`config.mk`:
```
export PLATFORM = sky130hd
export DESIGN_NAME = debug_dump_controller
export DESIGN_NICKNAME = d
export VERILOG_FILES = /design/src/rtl/debug_dump_controller.sv
export SDC_FILE = /design/constraint.sdc
export NUM_CORES = 1
export LEC_CHECK = 0
export ABC_AREA = 1
export CAP_MARGIN = 20
export CORE_MARGIN = 3
export CORE_UTILIZATION = 50
export DETAILED_ROUTE_END_ITERATION = 12
export PLACE_DENSITY = 0.79
export SETUP_SLACK_MARGIN = 0.2
export SLEW_MARGIN = 15
export SYNTH_ARGS = -nofsm -noshare
export SYNTH_HDL_FRONTEND = slang
export SYNTH_SLANG_ARGS = --single-unit
```
`constraint.sdc`:
```
create_clock -name clk -period 2.1 [get_ports clk]
set_input_delay 0.42 -clock clk [delete_from_list [all_inputs] [get_ports clk]]
set_output_delay 0.42 -clock clk [all_outputs]
set_load 0.01 [all_outputs]
```
`src/rtl/debug_dump_controller.sv`:
```
// Debug register-file dump controller.
// Freezes the core, then walks the register file one entry at a time.
// Each 32-bit register is sent to a byte transmitter, least significant byte first.
// The dump can be aborted at any point and ends with a one-cycle done pulse.
module debug_dump_controller #(
    parameter int NUM_REGS     = 32,
    parameter int STALL_CYCLES = 2
) (
    input  logic        clk,
    input  logic        rst,
    input  logic        start,
    input  logic        abort,
    input  logic [31:0] reg_data,
    input  logic        tx_ready,
    output logic        stop_debug,
    output logic        debug_on,
    output logic [4:0]  debug_read_reg,
    output logic        tx_valid,
    output logic [7:0]  tx_data,
    output logic        busy,
    output logic        done
);

    typedef enum logic [2:0] {
        IDLE,
        STALL,
        SETREG,
        CAPTURE,
        SEND,
        NEXT,
        DONE
    } state_t;

    localparam logic [4:0] LAST_IDX   = 5'(NUM_REGS - 1);
    localparam logic [7:0] STALL_LOAD = 8'(STALL_CYCLES - 1);

    state_t      state, stateNext;
    logic [4:0]  index, indexNext;
    logic [7:0]  stallCnt, stallCntNext;
    logic [1:0]  byteCnt, byteCntNext;
    logic [31:0] shiftReg, shiftRegNext;

    // State and datapath registers; reset clears everything back to an idle, empty dump.
    always_ff @(posedge clk) begin
        if (rst) begin
            state    <= IDLE;
            index    <= '0;
            stallCnt <= '0;
            byteCnt  <= '0;
            shiftReg <= '0;
        end else begin
            state    <= stateNext;
            index    <= indexNext;
            stallCnt <= stallCntNext;
            byteCnt  <= byteCntNext;
            shiftReg <= shiftRegNext;
        end
    end

    // Next-state logic: walk STALL -> (SETREG, CAPTURE, SEND x4, NEXT) per register -> DONE.
    always_comb begin
        stateNext    = state;
        indexNext    = index;
        stallCntNext = stallCnt;
        byteCntNext  = byteCnt;
        shiftRegNext = shiftReg;
        case (state)
            IDLE: begin
                // Abort beats a simultaneous start so the core is never frozen by accident.
                if (start && !abort) begin
                    stateNext    = STALL;
                    stallCntNext = STALL_LOAD;
                end
            end
            STALL: begin
                if (stallCnt == '0) begin
                    stateNext = SETREG;
                    indexNext = '0;
                end else begin
                    stallCntNext = stallCnt - 8'd1;
                end
            end
            SETREG: begin
                // Register file needs one cycle after the index changes before data is valid.
                stateNext = CAPTURE;
            end
            CAPTURE: begin
                shiftRegNext = reg_data;
                byteCntNext  = '0;
                stateNext    = SEND;
            end
            SEND: begin
                if (tx_ready) begin
                    shiftRegNext = shiftReg >> 8;
                    byteCntNext  = byteCnt + 2'd1;
                    if (byteCnt == 2'd3) begin
                        stateNext = NEXT;
                    end
                end
            end
            NEXT: begin
                if (index == LAST_IDX) begin
                    stateNext = DONE;
                end else begin
                    indexNext = index + 5'd1;
                    stateNext = SETREG;
                end
            end
            DONE: begin
                stateNext = IDLE;
            end
            default: begin
                stateNext = IDLE;
            end
        endcase
        if (abort && (state != IDLE)) begin
            stateNext = IDLE;
        end
    end

    // Output decode: every output is a function of state plus registered data only.
    always_comb begin
        stop_debug     = 1'b0;
        debug_on       = 1'b0;
        debug_read_reg = '0;
        tx_valid       = 1'b0;
        tx_data        = '0;
        busy           = (state != IDLE);
        done           = (state == DONE);
        case (state)
            STALL, NEXT: begin
                stop_debug = 1'b1;
                debug_on   = 1'b1;
            end
            SETREG, CAPTURE: begin
                stop_debug     = 1'b1;
                debug_on       = 1'b1;
                debug_read_reg = index;
            end
            SEND: begin
                stop_debug     = 1'b1;
                debug_on       = 1'b1;
                debug_read_reg = index;
                tx_valid       = 1'b1;
                tx_data        = shiftReg[7:0];
            end
            default: begin
                stop_debug = 1'b0;
            end
        endcase
    end

endmodule

```
Word level (Yosys, flattened, before mapping)

Cells that the tools add are included.

Flip-flop bits (word level): 50
Input bits: 37
Output and inout bits: 18
Word-level logic and storage cells: 58

Add/sub/neg operators: 3
Eq/ne operators: 14
Multiplexer cells: 20
Reduce and logical (&&, ||, !) cells: 16

Operator list:

| kind                  | number |
|---|---|
| $pmux W32 S2          | 1 |
| $mux W32              | 1 |
| $mux W8               | 3 |
| $pmux W3 S6           | 1 |
| $pmux W8 S2           | 1 |
| $mux W3               | 5 |
| $mux W5               | 3 |
| $ne A2 B2 Y1 const B  | 6 |
| $pmux W5 S2           | 1 |
| $eq A3 B3 Y1 const B  | 3 |
| $logic_not A8 Y1      | 1 |
| $sub A8 B1 Y8 const B | 1 |
| $eq A3 B2 Y1 const B  | 2 |
| $reduce_and A3 Y1     | 2 |
| $reduce_bool A2 Y1    | 3 |
| $add A5 B1 Y5 const B | 1 |
| $eq A5 B5 Y1 const B  | 1 |
| $reduce_or A5 Y1      | 1 |
| $pmux W2 S2           | 1 |
| $reduce_and A4 Y1     | 1 |
| $eq A3 B1 Y1 const B  | 1 |
| $logic_not A3 Y1      | 1 |
| $reduce_bool A3 Y1    | 1 |
| $reduce_or A3 Y1      | 1 |
| other kinds (8)       | 10 |

Depth between registers and ports, before layout

Depth in word-level cells: 4
Depth in mapped cells: 11

Least setup slack after synthesis

No wires, ideal clock.

Kind: reg2out
Start: reg state[0]
End: out stop_debug
Arrival: 1.000 ns
Setup slack: 0.680 ns
Cell stages (with the launch flop): 7
Cells stage by stage: dfxtp_1 nor2_2 nand2_2 nand2_2 inv_1 nand3_1 buf_4

Longest elaborated chain between the ends: 3
Elaborated cells between the ends (all ways): 7
Those cells by class: eq/ne: 5; mux: 1; reduce/logical: 1

Ends and longest elaborated chain:

| item                                       | RTL line | RTL |
|---|---|---|
| start: declaration                         | 37       | `state_t state, stateNext;` |
| start signal: assignment                   | 52       | `state <= stateNext;` |
| $eq A3 B3 Y1, or another cell as far along | -        |  |
| $reduce_or A5 Y1 (no source line) *        | -        |  |
| $mux W1 *                                  | -        |  |
| end: declaration                           | 15       | `output logic stop_debug,` |

Mark *: on every way between the ends. The rest lies on a longest branch, timed or not.

Worst setup path in the final report

Start: reg state[1]
End: out tx_data[5]

Longest elaborated chain between the ends: 2

Ends and longest elaborated chain:

| item             | RTL line | RTL |
|---|---|---|
| $eq A3 B3 Y1     | 130      | `case (state)` |
| $mux W8          | 130      |  |
| end: declaration | 19       | `output logic [7:0] tx_data,` |

No other way between the ends.

==> results.py <==
metrics = {
    "yosys": {
        "synthTopCellsByArea": "dfxtp_1, nand2_1, a31oi_1",
        "syn_inst": 368,
        "synth_area_um2": 2490,
        "synth.most_common_cell": "nand2_1",
        "synth_top_area_share_pct": 40.20,
        "synth_ff_type": "dfxtp_1",
        "async_reset_ff_share_pct": 0,
        "ys_warn_count": 0,
        "synth_nets": 410,
        "yosysTopAreaCell": "dfxtp_1",
        "ys_seq_area_share_pct": 40.20,
        "ys_top_cells_by_count": "nand2_1, dfxtp_1, inv_1",
        "ys_ff_latch": 50,
        "synth_edf_count": 0,
        "syn_area_per_cell_um2": 6.766,
        "ys_types": 24,
    },
    "grt": {
        "grt_max_degree": 51,
        "grt_pass1_vias": 2209,
        "antenna_found_initial": 0,
        "grt_usage_pct": 19.54,
        "grt_overflow_total": 0,
        "grt_pass1_wl_mm": 9.563,
    },
    "critical_path": {
        "cp.required_ns": 1.68,
        "cp_slowest_cell": "dfxtp_4",
        "cp-start-kind": "flip-flop",
        "critPathBufInv": 2,
        "end_kind": "primary output",
        "criticalPathCategory": "flip-flop to primary output",
        "critical_path.max_stage_delay_ns": 0.37,
        "r2r_slack_ns": 0.46,
        "cp.depth": 5,
        "ff2ff_path_depth": 11,
        "critPathTopFamily": "buffers and inverters",
        "critPathMaxFanout": 41,
        "crit_chain": "nor2_4, nand2_2, buf_12, nor2_1, dlygate4sd2_1",
        "rr_endpoint": "index[2]",
        "reg2reg_from": "index[0]",
        "arrival_ns": 1.42,
    },
    "layout": {
        "multiInputGateArea_um2": 1246,
        "insertedDiodeCount": 0,
        "syn_to_final_growth_pct": 27.09,
        "final_core_util_pct": 66.55,
        "regArea_um2": 1010,
        "finalNetCount": 457,
        "stdcell_count": 483,
        "fillerInstances": 443,
        "drive_gt1_share_pct": 9.375,
    },
    "power_and_ir_drop": {
        "ir_drop_mv": 0.4653,
        "p_total_mw": 2.629,
        "p_leak_nw": 1.350,
        "powerDensity_nw_per_um2": 831.0,
    },
    "die": {
        "die_h_um": 76.57,
        "die_width_um": 76.57,
        "ios": 55,
        "fp-row-count": 25,
        "coreArea_um2": 4755,
        "start_util_pct": 52.37,
        "dieArea_um2": 5862,
    },
    "min_path": {
        "hold_class": "flip-flop to flip-flop",
        "whs_endpoint": "shiftReg[29]",
        "hold_path_depth": 2,
        "worstHoldStart": "shiftReg[29]",
    },
    "drt": {
        "wire_per_inst_um": 11.29,
        "drt_iter0_markers": 121,
        "totalWireLength_mm": 5.453,
        "vias_per_cell": 4.967,
        "drc": 0,
        "vias": 2399,
        "firstDrtPassIters": 4,
        "ant_nets": 0,
    },
    "timing": {
        "final.setup.tns_ns": 0,
        "tightest_slew_ns": 0.3322,
        "relSlewSlack_pct": 77.62,
        "hold_viol": 0,
        "setup_viol": 0,
        "min_period_ns": 1.839,
        "rsz0062_at_grt": "no",
        "skew_ns": 0.006553,
        "slew_violations": 0,
        "fmax_mhz": 543.8,
        "fin_crit_sh_pct": 87.57,
    },
    "clock_tree": {
        "clk_latency_ns": 0.31,
        "numCtsBuffers": 5,
        "cts_root_buf": "clkbuf_8",
        "clock_path_buffers": 2,
        "h-tree-depth": 2,
        "clkSinkCount": 50,
        "path_clk_slew_ns": 0.09,
        "cts_setup_buffers": 0,
        "cts_tree": "yes",
    },
    "placement": {
        "place_inst": 475,
        "io_buffer_count": 54,
        "hpwl_mm": 3.793,
        "place.gp.congestion": 0.8620,
    },
    "flow_run": {
        "cap_violations": 0,
    },
    "run_status": {
        "status": "complete, no violations",
    },
}
## repair_timing
item                                    4_1_cts  5_1_grt
gates resized for setup                      29       18
pin swaps                                     0        2
endpoints found under the setup margin       18       17
hold buffers                                  0        0
## state kept, by name, indices dropped and copies added (netlist names)
register,cells
state,3
shiftReg,32
index,5
stallCnt,8
byteCnt,2
## stage by stage
| stage | setup slack (ns) | hold slack (ns) | instance area [um2] |
|---|---|---|---|
| after floorplan | 0.6795 | 0.4438 | 2490 |
| after global placement | 0.1897 | 0.4521 | 3072 |
| after detailed placement | 0.1294 | 0.4550 | 3072 |
| after CTS | 0.1658 | 0.4701 | 3169 |
| after global routing | 0.2003 | 0.4964 | 3164 |
| final | 0.2609 | 0.4708 | 3164 |
## cell usage in the layout, fill, tap and decap left out, drive strengths merged
master	synthesis	layout
clkbuf	7	9
xor2	2	2
a31oi	25	25
nand3	25	25
clkinvlp	0	1
dfxtp	50	50
nor3	3	3
clkdlybuf4s15	0	5
a21oi	24	24
nand2	104	104
clkdlybuf4s50	0	36
dlygate4sd2	0	6
xnor2	1	1
dlymetal6s2s	0	1
o21ai	31	31
nand4	1	1
inv	40	41
ha	5	5
buf	13	9
or2	1	1
nor2	36	36
## where the power goes
part	internal [mW]	total [mW]	switching [mW]
Combinational	0.363	0.914	0.551
Clock	0.272	0.600	0.329
Sequential	1.04	1.12	0.0779
## cells by family after synthesis
family | Yosys count | synth area share [%]
AOI/OAI and AO/OA | 80 | 17.34
xor gates and xnor gates | 3 | 1.055
adders and majority gates | 5 | 2.513
buffers and inverters | 60 | 10.55
DFF | 50 | 40.20
and+or+nand+nor | 170 | 28.34
## cell type report
| class | instances | area share (%) |
|---|---|---|
| multi-input combinational | 258 | 39.38 |
| sequential | 50 | 31.91 |
| timing repair buffer | 60 | 18.19 |
| inverter | 40 | 4.745 |
| tap | 67 | 2.649 |
| clock buffer | 6 | 2.610 |
| clock inverter | 2 | 0.5140 |
## tightest hold or removal path, stage by stage (launching register included)
cell and delay, ns:
dfxtp_1 0.32, nand2_1 0.06, a21oi_1 0.05
## routing by layer
| layer | vias to the layer above | track usage (%) | part of all wire [%] |
|---|---|---|---|
| li1 | 1286 | - | - |
| met1 | 1048 | 24.76 | 46 |
| met2 | 59 | 32.95 | 49 |
| met3 | 6 | 4.137 | 4.1 |
| met4 | 0 | 6.522 | 1.2 |
| met5 | - | 0 | 0 |
## worst max path at each step
| stage | start | end | slack (ns) |
|---|---|---|---|
| finish | state[1] | tx_data[5] | 0.26 |
| global route | state[1] | tx_data[5] | 0.20 |
| CTS | state[2] | debug_read_reg[0] | 0.17 |
| detailed placement | state[0] | debug_read_reg[0] | 0.13 |
| global placement | state[0] | debug_read_reg[4] | 0.19 |
| floorplan | state[0] | stop_debug | 0.68 |
(Power assumes the default switching activity.)
